<file path="config.mk">
export PLATFORM = sky130hd
export DESIGN_NAME = sig_gen_flat
export DESIGN_NICKNAME = d
export VERILOG_FILES = /design/src/rtl/sig_gen_if.sv /design/src/rtl/sig_gen.sv /design/src/flat_wrapper.sv
export SDC_FILE = /design/constraint.sdc
export NUM_CORES = 1
export LEC_CHECK = 0
export ABC_AREA = 1
export CAP_MARGIN = 5
export CORE_UTILIZATION = 49
export DETAILED_ROUTE_END_ITERATION = 6
export HOLD_SLACK_MARGIN = 0.05
export MAX_ROUTING_LAYER = met4
export PLACE_DENSITY = 0.75
export SETUP_SLACK_MARGIN = 0.2
export SYNTH_ARGS = -nofsm -noshare
export SYNTH_HDL_FRONTEND = slang
export SYNTH_SLANG_ARGS = --single-unit
</file>
<file path="constraint.sdc">
create_clock -name i_clk -period 1.5 [get_ports i_clk]
set_clock_uncertainty 0.15 [all_clocks]
set_input_delay 0.225 -clock i_clk [delete_from_list [all_inputs] [get_ports i_clk]]
set_output_delay 0.225 -clock i_clk [all_outputs]
set_load 0.005 [all_outputs]
</file>
<file path="src/rtl/sig_gen_if.sv">
// sig_gen_if
// Bundles the control and sample signals of the test-waveform source.
//   master : the side that issues start/stop and configuration and that
//            consumes the generated samples (testbench or controller).
//   slave  : the waveform generator itself.
// Signals:
//   i_start  one-cycle pulse, latch configuration and (re)start
//   i_stop   one-cycle pulse, halt and return to idle
//   i_mode   waveform select (3 bits)
//   i_div    sample period minus 1 (DIV_W bits)
//   i_level  constant value for LEVEL mode (3 bits)
//   o_sample current 3-bit sample
//   o_strobe one-cycle pulse whenever o_sample updates
//   o_sync   strobe companion marking the first sample of a period
//   o_busy   high while generating
interface sig_gen_if #(parameter int DIV_W = 8);
    logic             i_start;
    logic             i_stop;
    logic [2:0]       i_mode;
    logic [DIV_W-1:0] i_div;
    logic [2:0]       i_level;
    logic [2:0]       o_sample;
    logic             o_strobe;
    logic             o_sync;
    logic             o_busy;

    modport master (
        output i_start, i_stop, i_mode, i_div, i_level,
        input  o_sample, o_strobe, o_sync, o_busy
    );

    modport slave (
        input  i_start, i_stop, i_mode, i_div, i_level,
        output o_sample, o_strobe, o_sync, o_busy
    );
endinterface

</file>
<file path="src/rtl/sig_gen.sv">
// sig_gen
// Programmable 3-bit test-waveform source feeding the FIR filter's signal
// input. Produces zero, impulse, step, ramp, triangle, square, LFSR noise
// or a constant level, one sample per divider tick.
// Ports:
//   i_clk  system clock (shared with the FIR filter)
//   i_rst  asynchronous active-high reset
//   bus    sig_gen_if.slave: start/stop/config in, sample/strobe/sync/busy out
// Build option:
//   SIG_GEN_LFSR_EN  when defined the noise LFSR is built; otherwise mode 6
//                    degenerates to the ZERO waveform.
module sig_gen #(
    parameter int DIV_W = 8
) (
    input  logic       i_clk,
    input  logic       i_rst,
    sig_gen_if.slave   bus
);

    typedef enum logic {IDLE, RUN} state_t;

    state_t           state_q, state_d;
    logic [2:0]       mode_q, mode_d;
    logic [DIV_W-1:0] div_q, div_d;
    logic [2:0]       level_q, level_d;
    logic [DIV_W-1:0] dcnt_q, dcnt_d;
    logic [3:0]       p_q, p_d;
    logic [2:0]       sample_q, sample_d;
    logic             strobe_q, strobe_d;
    logic             sync_q, sync_d;
    logic             busy_q, busy_d;

    // Working values for the current tick: on a start edge these come from
    // the bus, otherwise from the latched configuration.
    logic             tick;
    logic             first;
    logic [2:0]       cur_mode;
    logic [2:0]       cur_level;
    logic [3:0]       cur_phase;
    logic [2:0]       noise;

`ifdef SIG_GEN_LFSR_EN
    logic [7:0] lfsr_q, lfsr_d;
    logic [7:0] lfsr_base;
`endif

    // Last phase index before wrap; non-periodic modes keep p at 0.
    function automatic logic [3:0] last_phase(input logic [2:0] mode);
        case (mode)
            3'd3, 3'd5: last_phase = 4'd7;
            3'd4:       last_phase = 4'd13;
            default:    last_phase = 4'd0;
        endcase
    endfunction

    function automatic logic periodic(input logic [2:0] mode);
        periodic = (mode == 3'd3) || (mode == 3'd4) || (mode == 3'd5);
    endfunction

    function automatic logic [2:0] wave(input logic [2:0] mode,
                                        input logic [3:0] phase,
                                        input logic       is_first,
                                        input logic [2:0] level,
                                        input logic [2:0] rnd);
        case (mode)
            3'd1:    wave = is_first ? 3'd7 : 3'd0;
            3'd2:    wave = 3'd7;
            3'd3:    wave = phase[2:0];
            // Descending half of the triangle mirrors around phase 7.
            3'd4:    wave = (phase <= 4'd7) ? phase[2:0] : 3'(4'd14 - phase);
            3'd5:    wave = phase[2] ? 3'd0 : 3'd7;
            3'd6:    wave = rnd;
            3'd7:    wave = level;
            default: wave = 3'd0;
        endcase
    endfunction

    // Next-state and output computation. A start edge is itself a tick,
    // so the first sample is registered on the same edge that sees i_start.
    always_comb begin
        state_d   = state_q;
        mode_d    = mode_q;
        div_d     = div_q;
        level_d   = level_q;
        dcnt_d    = dcnt_q;
        p_d       = p_q;
        sample_d  = sample_q;
        strobe_d  = 1'b0;
        sync_d    = 1'b0;
        busy_d    = busy_q;
        tick      = 1'b0;
        first     = 1'b0;
        cur_mode  = mode_q;
        cur_level = level_q;
        cur_phase = p_q;

        if (bus.i_stop) begin
            state_d  = IDLE;
            dcnt_d   = '0;
            p_d      = 4'd0;
            sample_d = 3'd0;
            busy_d   = 1'b0;
        end else if (bus.i_start) begin
            state_d   = RUN;
            mode_d    = bus.i_mode;
            div_d     = bus.i_div;
            level_d   = bus.i_level;
            dcnt_d    = '0;
            tick      = 1'b1;
            first     = 1'b1;
            cur_mode  = bus.i_mode;
            cur_level = bus.i_level;
            cur_phase = 4'd0;
        end else if (state_q == RUN) begin
            if (dcnt_q == div_q) begin
                tick   = 1'b1;
                dcnt_d = '0;
            end else begin
                dcnt_d = DIV_W'(dcnt_q + 1'b1);
            end
        end

`ifdef SIG_GEN_LFSR_EN
        lfsr_d    = lfsr_q;
        lfsr_base = first ? 8'h01 : lfsr_q;
        noise     = 3'd0;
        if (tick) begin
            lfsr_d = {lfsr_base[6:0],
                      lfsr_base[7] ^ lfsr_base[5] ^ lfsr_base[4] ^ lfsr_base[3]};
            noise  = lfsr_d[2:0];
        end
`else
        noise = 3'd0;
`endif

        if (tick) begin
            sample_d = wave(cur_mode, cur_phase, first, cur_level, noise);
            strobe_d = 1'b1;
            sync_d   = first || (periodic(cur_mode) && cur_phase == 4'd0);
            p_d      = (cur_phase == last_phase(cur_mode)) ? 4'd0 : cur_phase + 4'd1;
            busy_d   = 1'b1;
        end
    end

    // All state and outputs are registered; reset forces the idle picture.
    always_ff @(posedge i_clk or posedge i_rst) begin
        if (i_rst) begin
            state_q  <= IDLE;
            mode_q   <= 3'd0;
            div_q    <= '0;
            level_q  <= 3'd0;
            dcnt_q   <= '0;
            p_q      <= 4'd0;
            sample_q <= 3'd0;
            strobe_q <= 1'b0;
            sync_q   <= 1'b0;
            busy_q   <= 1'b0;
        end else begin
            state_q  <= state_d;
            mode_q   <= mode_d;
            div_q    <= div_d;
            level_q  <= level_d;
            dcnt_q   <= dcnt_d;
            p_q      <= p_d;
            sample_q <= sample_d;
            strobe_q <= strobe_d;
            sync_q   <= sync_d;
            busy_q   <= busy_d;
        end
    end

`ifdef SIG_GEN_LFSR_EN
    always_ff @(posedge i_clk or posedge i_rst) begin
        if (i_rst) begin
            lfsr_q <= 8'h01;
        end else begin
            lfsr_q <= lfsr_d;
        end
    end
`endif

    assign bus.o_sample = sample_q;
    assign bus.o_strobe = strobe_q;
    assign bus.o_sync   = sync_q;
    assign bus.o_busy   = busy_q;

endmodule

</file>
<file path="src/flat_wrapper.sv">
// flat-port wrapper written by rule: the top's interface ports become plain ports
module sig_gen_flat 
#(
    parameter int DIV_W = 8
)
  (i_clk, i_rst, bus_i_start, bus_i_stop, bus_i_mode, bus_i_div, bus_i_level, bus_o_sample, bus_o_strobe, bus_o_sync, bus_o_busy);
  sig_gen_if #(.DIV_W(DIV_W)) bus_i ();
  input  logic i_clk;
  input  logic i_rst;
  input wire logic [$bits(bus_i.i_start)-1:0] bus_i_start;
  input wire logic [$bits(bus_i.i_stop)-1:0] bus_i_stop;
  input wire logic [$bits(bus_i.i_mode)-1:0] bus_i_mode;
  input wire logic [$bits(bus_i.i_div)-1:0] bus_i_div;
  input wire logic [$bits(bus_i.i_level)-1:0] bus_i_level;
  output wire logic [$bits(bus_i.o_sample)-1:0] bus_o_sample;
  output wire logic [$bits(bus_i.o_strobe)-1:0] bus_o_strobe;
  output wire logic [$bits(bus_i.o_sync)-1:0] bus_o_sync;
  output wire logic [$bits(bus_i.o_busy)-1:0] bus_o_busy;
  assign bus_i.i_start = bus_i_start;
  assign bus_i.i_stop = bus_i_stop;
  assign bus_i.i_mode = bus_i_mode;
  assign bus_i.i_div = bus_i_div;
  assign bus_i.i_level = bus_i_level;
  assign bus_o_sample = bus_i.o_sample;
  assign bus_o_strobe = bus_i.o_strobe;
  assign bus_o_sync = bus_i.o_sync;
  assign bus_o_busy = bus_i.o_busy;
  sig_gen #(.DIV_W(DIV_W)) u_core (.i_clk(i_clk), .i_rst(i_rst), .bus(bus_i));
endmodule
</file>
-- Word level (Yosys, flattened, before mapping)
Index checks and enable logic that the tools add are counted.
- eq/ne operators: 8
- order comparisons: 1
- add/sub/neg operators: 3
- shifts and indexed selects: 0
- multiplexer cells: 33
- div/mod/pow operators: 0
- bitwise logic cells: 1
- reduce and logical (&&, ||, !) cells: 10
- $mul: 0
- operators with widths (cell ; count):
    $mux 8 ; 4
    $mux 3 ; 9
    $mux 4 ; 6
    $pmux 3 s6 ; 1
    $mux 1 ; 12
    $eq 3x3->1 const B ; 3
    $add 8x1->8 const B ; 1
    $eq 8x8->1 ; 1
    $pmux 4 s2 ; 1
    $eq 3x2->1 const B ; 2
    $add 4x1->4 const B ; 1
    $eq 4x4->1 ; 1
    $le 4x3->1 const B ; 1
    $logic_not 4->1 ; 1
    $reduce_bool 2->1 ; 2
    $eq 3x1->1 const B ; 1
    $logic_or 1x1->1 ; 3
    $reduce_bool 3->1 ; 1
    $sub 3x3->3 const A ; 1
    $reduce_and 2->1 ; 1
    $reduce_or 2->1 ; 1
    $logic_and 1x1->1 ; 1
    $not 1->1 ; 1
- register bits: 33
- RAM bits: 0
- memory bits (read-only): 0
- latch bits: 0
- logic and storage cells: 66
- memories: 0

-- Longest topological paths before layout
- word-level depth: 9
- gate-level depth with buffers: 14
- mapped depth without buffers: 13

-- Least setup slack after synthesis
No wires, ideal clock.
- path type: in2reg
- start: input bus_i_stop
- end: register u_core.sample_q[2] (netlist: u_core.bus.o_sample[2])
- library setup time: 0.117 ns
- stages: 13
- arrival time: 1.324 ns
- buffers on the path: 1
- data required time: 1.233 ns
- setup slack: -0.090 ns
- cell sequence: inv_2 nand2_2 buf_6 nand2_1 inv_2 ha_1 inv_1 xor2_1 nand2_1 nand3_1 nand3_1 nand2_1 nand2_1
- word-level cells in the longest chain between the ends: 5
- elaborated cells on any way between the ends: 19
- ends and longest elaborated chain (what ; RTL line ; RTL):
    from (decl) ; flat_wrapper.sv:11 ; input wire logic [$bits(bus_i.i_stop)-1:0] bus_i_stop;
    $mux 4 ; sig_gen.sv:97 ; if (bus.i_stop) begin
    $le 4x3->1 or $sub 3x3->3 (tied branches) ; sig_gen.sv:70 ; 3'd4: wave = (phase <= 4'd7) ? phase[2:0] : 3'(4'd14 - phase);
    $mux 3 ; sig_gen.sv:70 ;
    $pmux 3 s6 ; sig_gen.sv:65 ; case (mode)
    $mux 3 ; sig_gen.sv:136 ; if (tick) begin
    to (signal assigned) ; sig_gen.sv:165 ; sample_q <= sample_d;
    to (decl) ; sig_gen.sv:28 ; logic [2:0] sample_q, sample_d;
Parallel ways exist; a longest one is shown, timed or not.
A chain may end at the register's enable or synchronous reset.

-- Final worst setup path
- start: register u_core.dcnt_q[5]
- end: register u_core.dcnt_q[0]
- word-level cells in the longest chain between the ends: 5
- ends and longest elaborated chain (what ; RTL line ; RTL):
    from (decl) ; sig_gen.sv:26 ; logic [DIV_W-1:0] dcnt_q, dcnt_d;
    from (signal assigned) ; sig_gen.sv:163 ; dcnt_q <= dcnt_d;
    $eq 8x8->1 ; sig_gen.sv:115 ; if (dcnt_q == div_q) begin
    $mux 8 ; sig_gen.sv:115 ;
    $mux 8 ; sig_gen.sv:114 ; end else if (state_q == RUN) begin
    $mux 8 ; sig_gen.sv:103 ; end else if (bus.i_start) begin
    $mux 8 ; sig_gen.sv:97 ;
No other way between the ends. The select of a mux whose other input is x is not followed.

==> results.json <==
{
  "outcome": "finished with violations",
  "violations": "setup timing",
  "busiest_layer": "met2",
  "drc": 0,
  "root_buffer": "clkbuf_8",
  "fin_total_pwr_mw": 2.55,
  "cp.required_ns": 1.54,
  "area_growth_pct": 52.2,
  "cts_num_sinks": 33,
  "ys_ff_latch": 33,
  "worst_slack_ns": -0.102,
  "crit_buf_inv": 0,
  "clock_path_buffers": 2,
  "wl_microns": 5110,
  "slowest_stage": "dfrtp_1",
  "die-area_sq_um": 3990,
  "fin_crit_ns": 1.60,
  "antenna_found_initial": 0,
  "setup_viol": 16,
  "synth_top_cells_by_count": "nand2_1, dfrtp_1, nand3_1",
  "worst_pin_slew_ns": 0.273,
  "clk_pin_slew_ns": 0.07,
  "grt_use_met3": 0.0507,
  "grt_pass1_wl_microns": 8550,
  "num_antenna_cells": 0,
  "via_per_inst": 5.14,
  "crit_chain": "xnor2_1 -> nand2_1 -> nor2_2 -> nand2_1 -> nand2_4 -> nor2_4 -> o21a_1",
  "arrival_ns": 1.64,
  "initial_utilization": 0.529,
  "peakVddDrop_uv": 592,
  "holdWs_ns": 0.125,
  "synthTopCellsByArea": "dfrtp_1, nand2_1, nand3_1, inv_1, xnor2_1",
  "vias": 1887,
  "grt_max_degree": 34,
  "drt_iter0_markers": 135,
  "drv_cap": 0,
  "syn_inst": 249,
  "synthFlopType": "dfrtp_1",
  "ant_nets": 0,
  "cp_common_cell": "nand2_1",
  "syn_area_per_cell_sq_um": 7.37,
  "grt_overflow": 0,
  "use_met1": 0.375,
  "syn-num-nets": 269,
  "place_area_sq_um": 2430,
  "fin_cells": 367,
  "ios": 24,
  "synth_cell_types": 24,
  "startpoint_type": "flop",
  "first_global_vias": 1876,
  "fmaxAchievable_ghz": 0.624,
  "die_h_microns": 63.2,
  "critPathTopFamily": "simple AND/OR/NAND/NOR gates",
  "cp-end-kind": "flop",
  "cts_hold_buf": 0,
  "design.final.nets": 340,
  "rows": 21,
  "async_reset_ff_frac": 1.00,
  "synth_area_sq_um": 1840,
  "ys_warn_count": 0,
  "max_stage_delay_ns": 0.40,
  "grtUsageTotal": 0.290,
  "synth_edf_count": 0,
  "dp_hpwl_microns": 3100,
  "path_class": "flop to flop",
  "rsz0062_at_grt": "yes",
  "numCtsBuffers": 5,
  "hold_viol": 0,
  "final_util": 0.806,
  "core-area_sq_um": 3470,
  "dp_cells": 346,
  "h-tree-depth": 2,
  "critPathMaxFanout": 7,
  "netlist.area_leader.share": 0.450,
  "ff2ff_setup_slack_ns": -0.10,
  "hold_path.class": "input pin to asynchronous set/reset pin",
  "final_layout_size_suffix_gt1_frac": 0.321,
  "clkLatencyLatePin_ns": 0.29,
  "final_area_sq_um": 2790,
  "maxSlewViolCount": 0,
  "gp_congestion": 1.01,
  "slew_headroom": 0.818,
  "synth_most_common_cell": "nand2_1",
  "yosysSeqAreaShare": 0.450,
  "power_density_nw_per_um2": 912,
  "leakage_nw": 1.44,
  "die_w_microns": 63.2,
  "cts_tree": "done",
  "synth_area_leader_cell": "dfrtp_1",
  "period_share": 1.07,
  "drt-pass1-iter-count": 4,
  "grtUsageMet2": 0.454,
  "routedWlPerCell_microns": 13.9,
  "portBuffers": 23
}
power by group:
group          switching (mW)  leakage [nW]  internal (mW)
combinational           0.390         0.955          0.370
clock                   0.337        0.0542          0.415
sequential             0.0612         0.427          0.975
total                   0.788          1.44           1.76
stage by stage:
stage	setup slack, ns	TNS (ns)
after global routing	-0.184	-2.51
after detailed placement	-0.619	-9.99
after floorplan	0.0442	0
after global placement	-0.593	-9.52
after CTS	-0.0503	-0.109
final	-0.102	-1.09
worst paths after layout:
path	start	end	depth (start not counted)
setup / recovery	u_core.dcnt_q[5]	u_core.dcnt_q[0]	7
hold / removal	i_rst	u_core.level_q[0]	3
setup reg to reg	u_core.dcnt_q[5]	u_core.dcnt_q[0]	7
hold reg to reg	u_core.level_q[2]	u_core.level_q[2]	2
max in group asynchronous	i_rst	u_core.dcnt_q[1]	3
min in group i_clk	bus_i_div[1]	u_core.div_q[1]	3
per-layer routing:
metal | routed length [microns] | vias to the layer above
met5 | 0 | -
li1 | - | 915
met3 | 298 | 18
met4 | 133 | 0
met2 | 2540 | 84
met1 | 2140 | 870
registers in the layout, indices dropped and copies added (netlist names):
| name | flops |
|---|---|
| u_core.p_q | 4 |
| u_core.bus.o_sync | 1 |
| u_core.div_q | 8 |
| u_core.mode_q | 3 |
| u_core.level_q | 3 |
| u_core.bus.o_busy | 1 |
| u_core.dcnt_q | 8 |
| u_core.state_q | 1 |
| u_core.bus.o_strobe | 1 |
| u_core.bus.o_sample | 3 |
layout make-up:
class / count / area, sq um
Sequential cell: 33 / 827
Clock inverter: 1 / 5.00
Tap cell: 46 / 57.6
Inverter: 24 / 116
Clock buffer: 7 / 96.3
Fill cell: 228 / 674
Timing Repair Buffer: 67 / 591
Multi-Input combinational cell: 189 / 1100
cell families after synthesis:
logic type | after synthesis | synth area share
compound gates | 15 | 0.0464
buf+inv | 28 | 0.0627
fa+ha+maj | 2 | 0.0136
xor+xnor | 13 | 0.0620
flops | 33 | 0.450
simple gates | 158 | 0.365
tightest hold or removal path, delay by kind of cell:
family	cells	cell delay [ns]
buf+inv	3	0.70
cells in the final DEF, fill, tap and decap left out, types with 2 or more instances in the layout:
master            n
nor2_2           10
nand3_2           4
a21oi_2           3
o21ai_1           4
nand2_2           5
clkdlybuf4s50_1  13
xnor2_1           7
inv_4             4
inv_1            16
nand4_1           3
clkbuf_8          7
buf_4            37
clkdlybuf4s15_1   6
nand3_1          16
dlygate4sd2_1     4
ha_4              2
inv_2             3
xor2_1            4
nor2_1            9
nand2_4          11
nor2_4            2
a21oi_1           3
dfrtp_1          32
buf_6             6
nand2_1          96
what timing repair did:
item	CTS	global route
setup buffers	10	2
gates resized for setup	47	13
pin swaps	27	6
endpoints found under the hold margin	0	0
endpoints found under the setup margin	29	19
gates cloned	1	0
Power figures use the tool's default switching activity.
